<file path="src/rtl/sfx_pkg.sv">
// Shared types and constants for the sound-effect sequencer.
package sfx_pkg;

    // Sequencer state: one effect plays at a time.
    typedef enum logic [1:0] {
        StIdle,
        StShot,
        StHit
    } sfx_state_e;

    // Effect identifiers presented on sfx_id.
    localparam logic [1:0] SFX_IDLE = 2'b00;
    localparam logic [1:0] SFX_SHOT = 2'b01;
    localparam logic [1:0] SFX_HIT  = 2'b10;

    // 16-bit Fibonacci LFSR: taps 16,14,13,11 map to bits 15,13,12,10.
    localparam logic [15:0] LFSR_SEED = 16'hACE1;
    localparam logic [15:0] LFSR_TAPS = 16'hB400;

    // Low LFSR bits added to the hit half-period floor.
    localparam int unsigned LFSR_HALF_BITS = 14;

    // One LFSR shift: new bit enters at bit 0, parity of the tapped bits.
    function automatic logic [15:0] lfsr_step(input logic [15:0] cur);
        return {cur[14:0], ^(cur & LFSR_TAPS)};
    endfunction

endpackage

</file>
<file path="src/rtl/sfx_edge_sync.sv">
// Two-flop synchroniser for an asynchronous event level, followed by a
// registered rising-edge detector that emits a single-cycle pulse.
module sfx_edge_sync (
    input  logic clk_i,
    input  logic rst_i,
    input  logic level_i,
    output logic pulse_o
);

    // sync_q[0..1] are the synchroniser stages, sync_q[2] the edge-detect history.
    logic [2:0] sync_q, sync_d;
    logic       pulse_q, pulse_d;

    // Shift the level through the chain and flag a 0->1 transition.
    always_comb begin
        sync_d  = {sync_q[1:0], level_i};
        pulse_d = sync_q[1] & ~sync_q[2];
    end

    // Synchroniser and pulse registers.
    always_ff @(posedge clk_i or posedge rst_i) begin
        if (rst_i) begin
            sync_q  <= '0;
            pulse_q <= 1'b0;
        end else begin
            sync_q  <= sync_d;
            pulse_q <= pulse_d;
        end
    end

    assign pulse_o = pulse_q;

endmodule

</file>
<file path="src/rtl/sfx_sequencer.sv">
// Sound-effect sequencer: turns shot/collision event levels into one
// square-wave effect at a time on the audio pin. Shot is a falling-pitch
// sweep (half-period grows each step); hit is an LFSR-randomised rumble.
module sfx_sequencer
    import sfx_pkg::*;
#(
    parameter int unsigned HALF_W          = 18,
    parameter int unsigned STEP_CYCLES     = 1000000,
    parameter int unsigned SHOT_START_HALF = 50000,
    parameter int unsigned SHOT_STEP_HALF  = 2500,
    parameter int unsigned SHOT_STEPS      = 20,
    parameter int unsigned HIT_BASE_HALF   = 100000,
    parameter int unsigned HIT_STEPS       = 30
) (
    input  logic       clk,
    input  logic       rst,
    input  logic       shot,
    input  logic       collision,
    output logic       pin,
    output logic       busy,
    output logic [1:0] sfx_id
);

    localparam int unsigned STEP_W    = (STEP_CYCLES > 1) ? $clog2(STEP_CYCLES) : 1;
    localparam int unsigned MAX_STEPS = (SHOT_STEPS > HIT_STEPS) ? SHOT_STEPS : HIT_STEPS;
    localparam int unsigned IDX_W     = $clog2(MAX_STEPS + 1);

    localparam logic [HALF_W-1:0] SHOT_START_H = HALF_W'(SHOT_START_HALF);
    localparam logic [HALF_W-1:0] SHOT_STEP_H  = HALF_W'(SHOT_STEP_HALF);
    localparam logic [HALF_W-1:0] HIT_BASE_H   = HALF_W'(HIT_BASE_HALF);
    localparam logic [STEP_W-1:0] STEP_LAST    = STEP_W'(STEP_CYCLES - 1);
    localparam logic [IDX_W-1:0]  SHOT_LAST    = IDX_W'(SHOT_STEPS - 1);
    localparam logic [IDX_W-1:0]  HIT_LAST     = IDX_W'(HIT_STEPS - 1);

    // Largest half-period each effect can load, against the counter range.
    localparam longint HALF_LIMIT = (longint'(1) << HALF_W) - 1;
    localparam longint SHOT_PEAK  = longint'(SHOT_START_HALF)
                                  + longint'(SHOT_STEPS - 1) * longint'(SHOT_STEP_HALF);
    localparam longint HIT_PEAK   = longint'(HIT_BASE_HALF)
                                  + ((longint'(1) << LFSR_HALF_BITS) - 1);

    if (SHOT_PEAK > HALF_LIMIT || HIT_PEAK > HALF_LIMIT) begin : g_half_range
        $error("sfx_sequencer: a half-period exceeds the HALF_W counter range");
    end

    // Hit half-period: floor plus the low LFSR bits, zero-extended.
    function automatic logic [HALF_W-1:0] hit_half(input logic [15:0] lfsr);
        return HIT_BASE_H + HALF_W'(lfsr[LFSR_HALF_BITS-1:0]);
    endfunction

    logic shot_req, hit_req;

    sfx_edge_sync u_shot_sync (
        .clk_i   (clk),
        .rst_i   (rst),
        .level_i (shot),
        .pulse_o (shot_req)
    );

    sfx_edge_sync u_hit_sync (
        .clk_i   (clk),
        .rst_i   (rst),
        .level_i (collision),
        .pulse_o (hit_req)
    );

    sfx_state_e        state_q, state_d;
    logic [STEP_W-1:0] step_cnt_q, step_cnt_d;
    logic [IDX_W-1:0]  step_idx_q, step_idx_d;
    logic [HALF_W-1:0] half_cnt_q, half_cnt_d;
    logic [HALF_W-1:0] half_q, half_d;
    logic              pin_q, pin_d;
    logic [15:0]       lfsr_q, lfsr_d;

    logic        restart;
    logic        step_wrap;
    logic        tone_flip;
    logic [15:0] lfsr_next;

    // Boundary flags for the step and tone counters.
    always_comb begin
        step_wrap = (step_cnt_q == STEP_LAST);
        tone_flip = (half_cnt_q == (half_q - HALF_W'(1)));
    end

    // State register.
    always_ff @(posedge clk or posedge rst) begin
        if (rst) begin
            state_q <= StIdle;
        end else begin
            state_q <= state_d;
        end
    end

    // Next-state: hit beats shot; a request in the current effect restarts it.
    always_comb begin
        state_d = state_q;
        restart = 1'b0;
        unique case (state_q)
            StIdle: begin
                if (hit_req) begin
                    state_d = StHit;
                    restart = 1'b1;
                end else if (shot_req) begin
                    state_d = StShot;
                    restart = 1'b1;
                end
            end
            StShot: begin
                if (hit_req) begin
                    state_d = StHit;
                    restart = 1'b1;
                end else if (shot_req) begin
                    state_d = StShot;
                    restart = 1'b1;
                end else if (step_wrap && step_idx_q == SHOT_LAST) begin
                    state_d = StIdle;
                end
            end
            StHit: begin
                // A shot cannot interrupt the rumble.
                if (hit_req) begin
                    state_d = StHit;
                    restart = 1'b1;
                end else if (step_wrap && step_idx_q == HIT_LAST) begin
                    state_d = StIdle;
                end
            end
            default: begin
                state_d = StIdle;
            end
        endcase
    end

    // Outputs decoded from state; pin comes straight from its flop.
    always_comb begin
        busy = (state_q != StIdle);
        unique case (state_q)
            StShot:  sfx_id = SFX_SHOT;
            StHit:   sfx_id = SFX_HIT;
            default: sfx_id = SFX_IDLE;
        endcase
        pin = pin_q;
    end

    // Step, tone and LFSR next-state.
    always_comb begin
        step_cnt_d = step_cnt_q;
        step_idx_d = step_idx_q;
        half_cnt_d = half_cnt_q;
        half_d     = half_q;
        pin_d      = pin_q;
        lfsr_d     = lfsr_q;
        lfsr_next  = lfsr_step(lfsr_q);

        if (restart) begin
            step_cnt_d = '0;
            step_idx_d = '0;
            half_cnt_d = '0;
            pin_d      = 1'b0;
            half_d     = (state_d == StHit) ? hit_half(lfsr_q) : SHOT_START_H;
        end else if (state_d == StIdle) begin
            step_cnt_d = '0;
            step_idx_d = '0;
            half_cnt_d = '0;
            half_d     = '0;
            pin_d      = 1'b0;
            // The final hit step still counts as a step boundary.
            if (state_q == StHit && step_wrap) begin
                lfsr_d = lfsr_next;
            end
        end else if (step_wrap) begin
            // New step: reload the half-period, pin holds its level.
            step_cnt_d = '0;
            step_idx_d = step_idx_q + IDX_W'(1);
            half_cnt_d = '0;
            if (state_q == StHit) begin
                lfsr_d = lfsr_next;
                half_d = hit_half(lfsr_next);
            end else begin
                half_d = half_q + SHOT_STEP_H;
            end
        end else begin
            step_cnt_d = step_cnt_q + STEP_W'(1);
            if (tone_flip) begin
                half_cnt_d = '0;
                pin_d      = ~pin_q;
            end else begin
                half_cnt_d = half_cnt_q + HALF_W'(1);
            end
        end
    end

    // Datapath registers.
    always_ff @(posedge clk or posedge rst) begin
        if (rst) begin
            step_cnt_q <= '0;
            step_idx_q <= '0;
            half_cnt_q <= '0;
            half_q     <= '0;
            pin_q      <= 1'b0;
            lfsr_q     <= LFSR_SEED;
        end else begin
            step_cnt_q <= step_cnt_d;
            step_idx_q <= step_idx_d;
            half_cnt_q <= half_cnt_d;
            half_q     <= half_d;
            pin_q      <= pin_d;
            lfsr_q     <= lfsr_d;
        end
    end

endmodule

</file>
<file path="config.mk">
export PLATFORM = sky130hd
export DESIGN_NAME = sfx_sequencer
export DESIGN_NICKNAME = d
export VERILOG_FILES = /design/src/rtl/sfx_pkg.sv /design/src/rtl/sfx_edge_sync.sv /design/src/rtl/sfx_sequencer.sv
export SDC_FILE = /design/constraint.sdc
export NUM_CORES = 1
export LEC_CHECK = 0
export ABC_AREA = 1
export ABC_CLOCK_PERIOD_IN_PS = 6700
export CAP_MARGIN = 25
export CORE_MARGIN = 2
export CORE_UTILIZATION = 43
export CTS_CLUSTER_SIZE = 16
export DETAILED_ROUTE_END_ITERATION = 6
export GPL_TIMING_DRIVEN = 0
export REMOVE_ABC_BUFFERS = 1
export SETUP_SLACK_MARGIN = 0.02
export SKIP_CTS_REPAIR_TIMING = 1
export SYNTH_ARGS = -nofsm -noshare
export SYNTH_HDL_FRONTEND = slang
export SYNTH_SLANG_ARGS = --single-unit
</file>
<file path="constraint.sdc">
create_clock -name clk -period 6.7 [get_ports clk]
set_clock_uncertainty 0.15 [all_clocks]
set_input_delay 0.67 -clock clk [delete_from_list [all_inputs] [get_ports clk]]
set_output_delay 0.67 -clock clk [all_outputs]
set_load 0.03 [all_outputs]
</file>
==> impl_metrics.tcl <==
set metrics [dict create \
    finalInstanceArea_sq_um 6620 \
    critical_path.top_delay_family "simple AND/OR/NAND/NOR gates" \
    p_leak_nw 3.10 \
    row_count 43 \
    drv_slew 0 \
    ir_drop_v 0.000278 \
    grt_pass1_wl_mm 24.5 \
    synth_area_sq_um 6110 \
    hold_path_class "reg2reg" \
    max_stage_delay_ns 0.86 \
    cpMaxStageDelayCell "nand2_2" \
    hold_violations 0 \
    firstDrtPassIters 5 \
    n_fill_cell 1445 \
    finalWirelength_mm 13.8 \
    die_w_microns 123 \
    final_antenna_net_count 0 \
    gp_congestion 0.841 \
    avgSynthCellArea_sq_um 7.07 \
    arrival_ns 3.30 \
    ys_seq_elements 88 \
    dieArea_sq_um 15200 \
    cap_violations 0 \
    grt.total_usage_pct 20.3 \
    globalRoute.totalOverflow 0 \
    nNetsFinal 875 \
    grt_pass1_vias 5133 \
    antenna_found_initial 0 \
    clkSlewWorstSetupHoldPaths_ns 0.07 \
    rrSetupSlack_ns 3.54 \
    crit_required_ns 6.84 \
    clk_latency_ns 0.35 \
    core_area_sq_um 13900 \
    worstPathCellList "inv_1 -> nor2_2 -> nor2_1 -> a21oi_2 -> nand2_2 -> nand2_4 -> nand2_4 -> nand2_2 -> o21ai_0 -> inv_1" \
    criticalPathCategory "reg2reg" \
    yosysWarnings 0 \
    worstSetupEndpoint "half_q[11]$_DFFE_PP0P_" \
    rsz0062_at_grt "false" \
    fmax_mhz 317 \
    cts.sinks 88 \
    drtIter0Drc 277 \
    dr_total_vias 5216 \
    htreeDepth 3 \
    synth_edf_count 0 \
    port_buffers 7 \
    multi_input_area_sq_um 3300 \
    crit_cells 10 \
    async_reset_ff_share_pct 100 \
    io_pins 8 \
    timing.final.ws_setup_ns 3.54 \
    instances_no_fill 1045 \
    setup_viol 0 \
    worstPathMaxFanout 46 \
    total_power_mw 2.12 \
    worst_r2r_path_depth 10 \
    drc_errors 0 \
    die-height_microns 123 \
    synth_ff_type "dfrtp_1" \
    diodes 0 \
    timing.rr.start "state_q[1]$_DFF_PP0_" \
    vias_per_cell 4.99 \
    finish.utilization_pct 47.7 \
    placed_cell_area_sq_um 6310 \
    numCtsBuffers 9 \
    syn-instance-count 864 \
    fin_setup_tns_ns 0 \
    min_period_ns 3.16 \
    timing.hold.ws_ns 0.198 \
    seqCellArea_sq_um 2210 \
    pre_cts_ws_ns 3.55 \
    area_growth_syn_to_layout_pct 8.34 \
    grt_max_degree 47 \
    initial_core_util_pct 44.0 \
    crit_path_start_kind "register" \
    endpoint_kind "register" \
    place_inst 1029 \
    min_period_over_period_pct 47.2 \
    hpwl_mm 10.1 \
    timing.rr.end "half_q[11]$_DFFE_PP0P_" \
    cp-startpoint "state_q[1]$_DFF_PP0_" \
    wl_per_cell_microns 13.2 \
    cts-root-buf "clkbuf_16" \
    clock_path_buffers 2 \
    cts_tree "done" \
    outcome "complete, no violations" \
    timing.critical_path.buf_inv 2 \
    drive_gt1_share_pct 10.9 \
    power_density_nw_per_um2 320 \
    tightest_slew_ns 0.998 \
    relSlewSlack_pct 33.2 \
    synth_cell_types 45 \
    synth-seq-area-share_pct 36.2 \
]
logic make-up (layout without fill, tap and decap cells):
logic type,count (synthesis),after routing,synth area share (%)
AND/OR/NAND/NOR,494,494,37.6
buffers and inverters,144,145,9.81
flip-flops,88,88,36.2
AO/OA/AOI/OAI,85,85,8.05
XOR/XNOR,42,42,6.02
adder cells (fa/ha/maj),11,11,2.25
report_power, final:
group / leakage, nW / total [mW] / internal (mW) / switching [mW]
sequential: 1.15 / 0.698 / 0.595 / 0.103
combinational: 1.81 / 0.898 / 0.278 / 0.621
clock: 0.148 / 0.524 / 0.294 / 0.230
total: 3.10 / 2.12 / 1.17 / 0.954
per-layer routing:
metal | vias up | GRT usage [%] | share of wire [%]
li1 | 2766 | - | -
met3 | 15 | 2.63 | 2.9
met4 | 0 | 7.74 | 1.5
met2 | 54 | 32.2 | 45
met1 | 2381 | 28.3 | 51
met5 | - | 0 | 0
placed cells by master, fill, tap and decap left out, types with 3 or more instances in the layout:
cell             count
nor3_1              13
o211ai_1             4
clkdlybuf4s50_1      7
nand3_2             13
dfrtp_1             80
nand4_1             24
a21oi_1             18
inv_2                9
nor2_4               4
nor2_1              92
inv_1              107
xor2_1              32
nor3b_2              3
o21ai_0             44
a21oi_2              3
nand3b_1             6
nand2_1            223
nand2_2              6
nor4_1               4
clkbuf_16            9
nand3_1             80
a31oi_1              3
ha_1                11
xnor2_1             10
dfstp_2              8
or2_2                4
nor2_2              16
state kept, by name, summed over array words and instances, names as in the netlist:
signal,cells
u_hit_sync.sync_q,3
step_idx_q,5
u_shot_sync.sync_q,3
pin,1
u_shot_sync.pulse_o,1
half_q,18
lfsr_q,16
step_cnt_q,20
u_hit_sync.pulse_o,1
state_q,2
half_cnt_q,18
Yosys cell counts, types with 2 or more instances:
master	number	area share (%)
inv_1	108	6.6
inv_2	9	0.55
xor2_1	32	4.6
o21ai_1	2	0.16
buf_4	2	0.25
a21oi_2	3	0.43
buf_6	5	0.92
clkinv_1	2	0.12
nand3b_1	6	0.74
nand3_2	13	2.1
o21ai_0	44	3.6
nand2_4	2	0.37
nand4_1	24	2.5
nor3b_2	3	0.61
ha_1	11	2.3
nor2_2	16	1.6
o211ai_2	2	0.41
a21oi_1	18	1.5
nor3_1	14	1.1
o211ai_1	4	0.49
nor2_1	92	5.7
nor4_1	4	0.41
dfrtp_1	80	33
a31oi_1	3	0.31
nand2_2	6	0.61
nor2_4	4	0.74
clkbuf_1	7	0.43
dfstp_2	8	3.4
buf_2	10	0.82
nand2_1	223	14
nand3_1	80	6.6
o2111ai_1	2	0.29
or2_2	4	0.41
xnor2_1	10	1.4
final cells by class:
type                    instances  share of cell area (%)
multi-input cells             632                    49.9
flip-flops and latches         88                    33.4
inverters                     119                    6.79
clock buffers                   9                    3.40
well taps                     180                    3.40
repair buffers                 10                    1.87
clock inverters                 7                    1.21
how the worst min path moves through the flow:
stage	from	to	slack (ns)	depth (start not counted)
after floorplan	u_hit_sync.sync_q[0]$_DFF_PP0_	u_hit_sync.sync_q[1]$_DFF_PP0_	0.18	0
after detailed placement	u_hit_sync.sync_q[0]$_DFF_PP0_	u_hit_sync.sync_q[1]$_DFF_PP0_	0.19	0
after CTS	u_hit_sync.sync_q[0]$_DFF_PP0_	u_hit_sync.sync_q[1]$_DFF_PP0_	0.20	0
after global routing	u_shot_sync.sync_q[0]$_DFF_PP0_	u_shot_sync.sync_q[1]$_DFF_PP0_	0.22	0
after global placement	u_hit_sync.sync_q[0]$_DFF_PP0_	u_hit_sync.sync_q[1]$_DFF_PP0_	0.18	0
final	u_hit_sync.sync_q[0]$_DFF_PP0_	u_hit_sync.sync_q[1]$_DFF_PP0_	0.20	0
No activity file was read; power rests on OpenSTA's default activity.
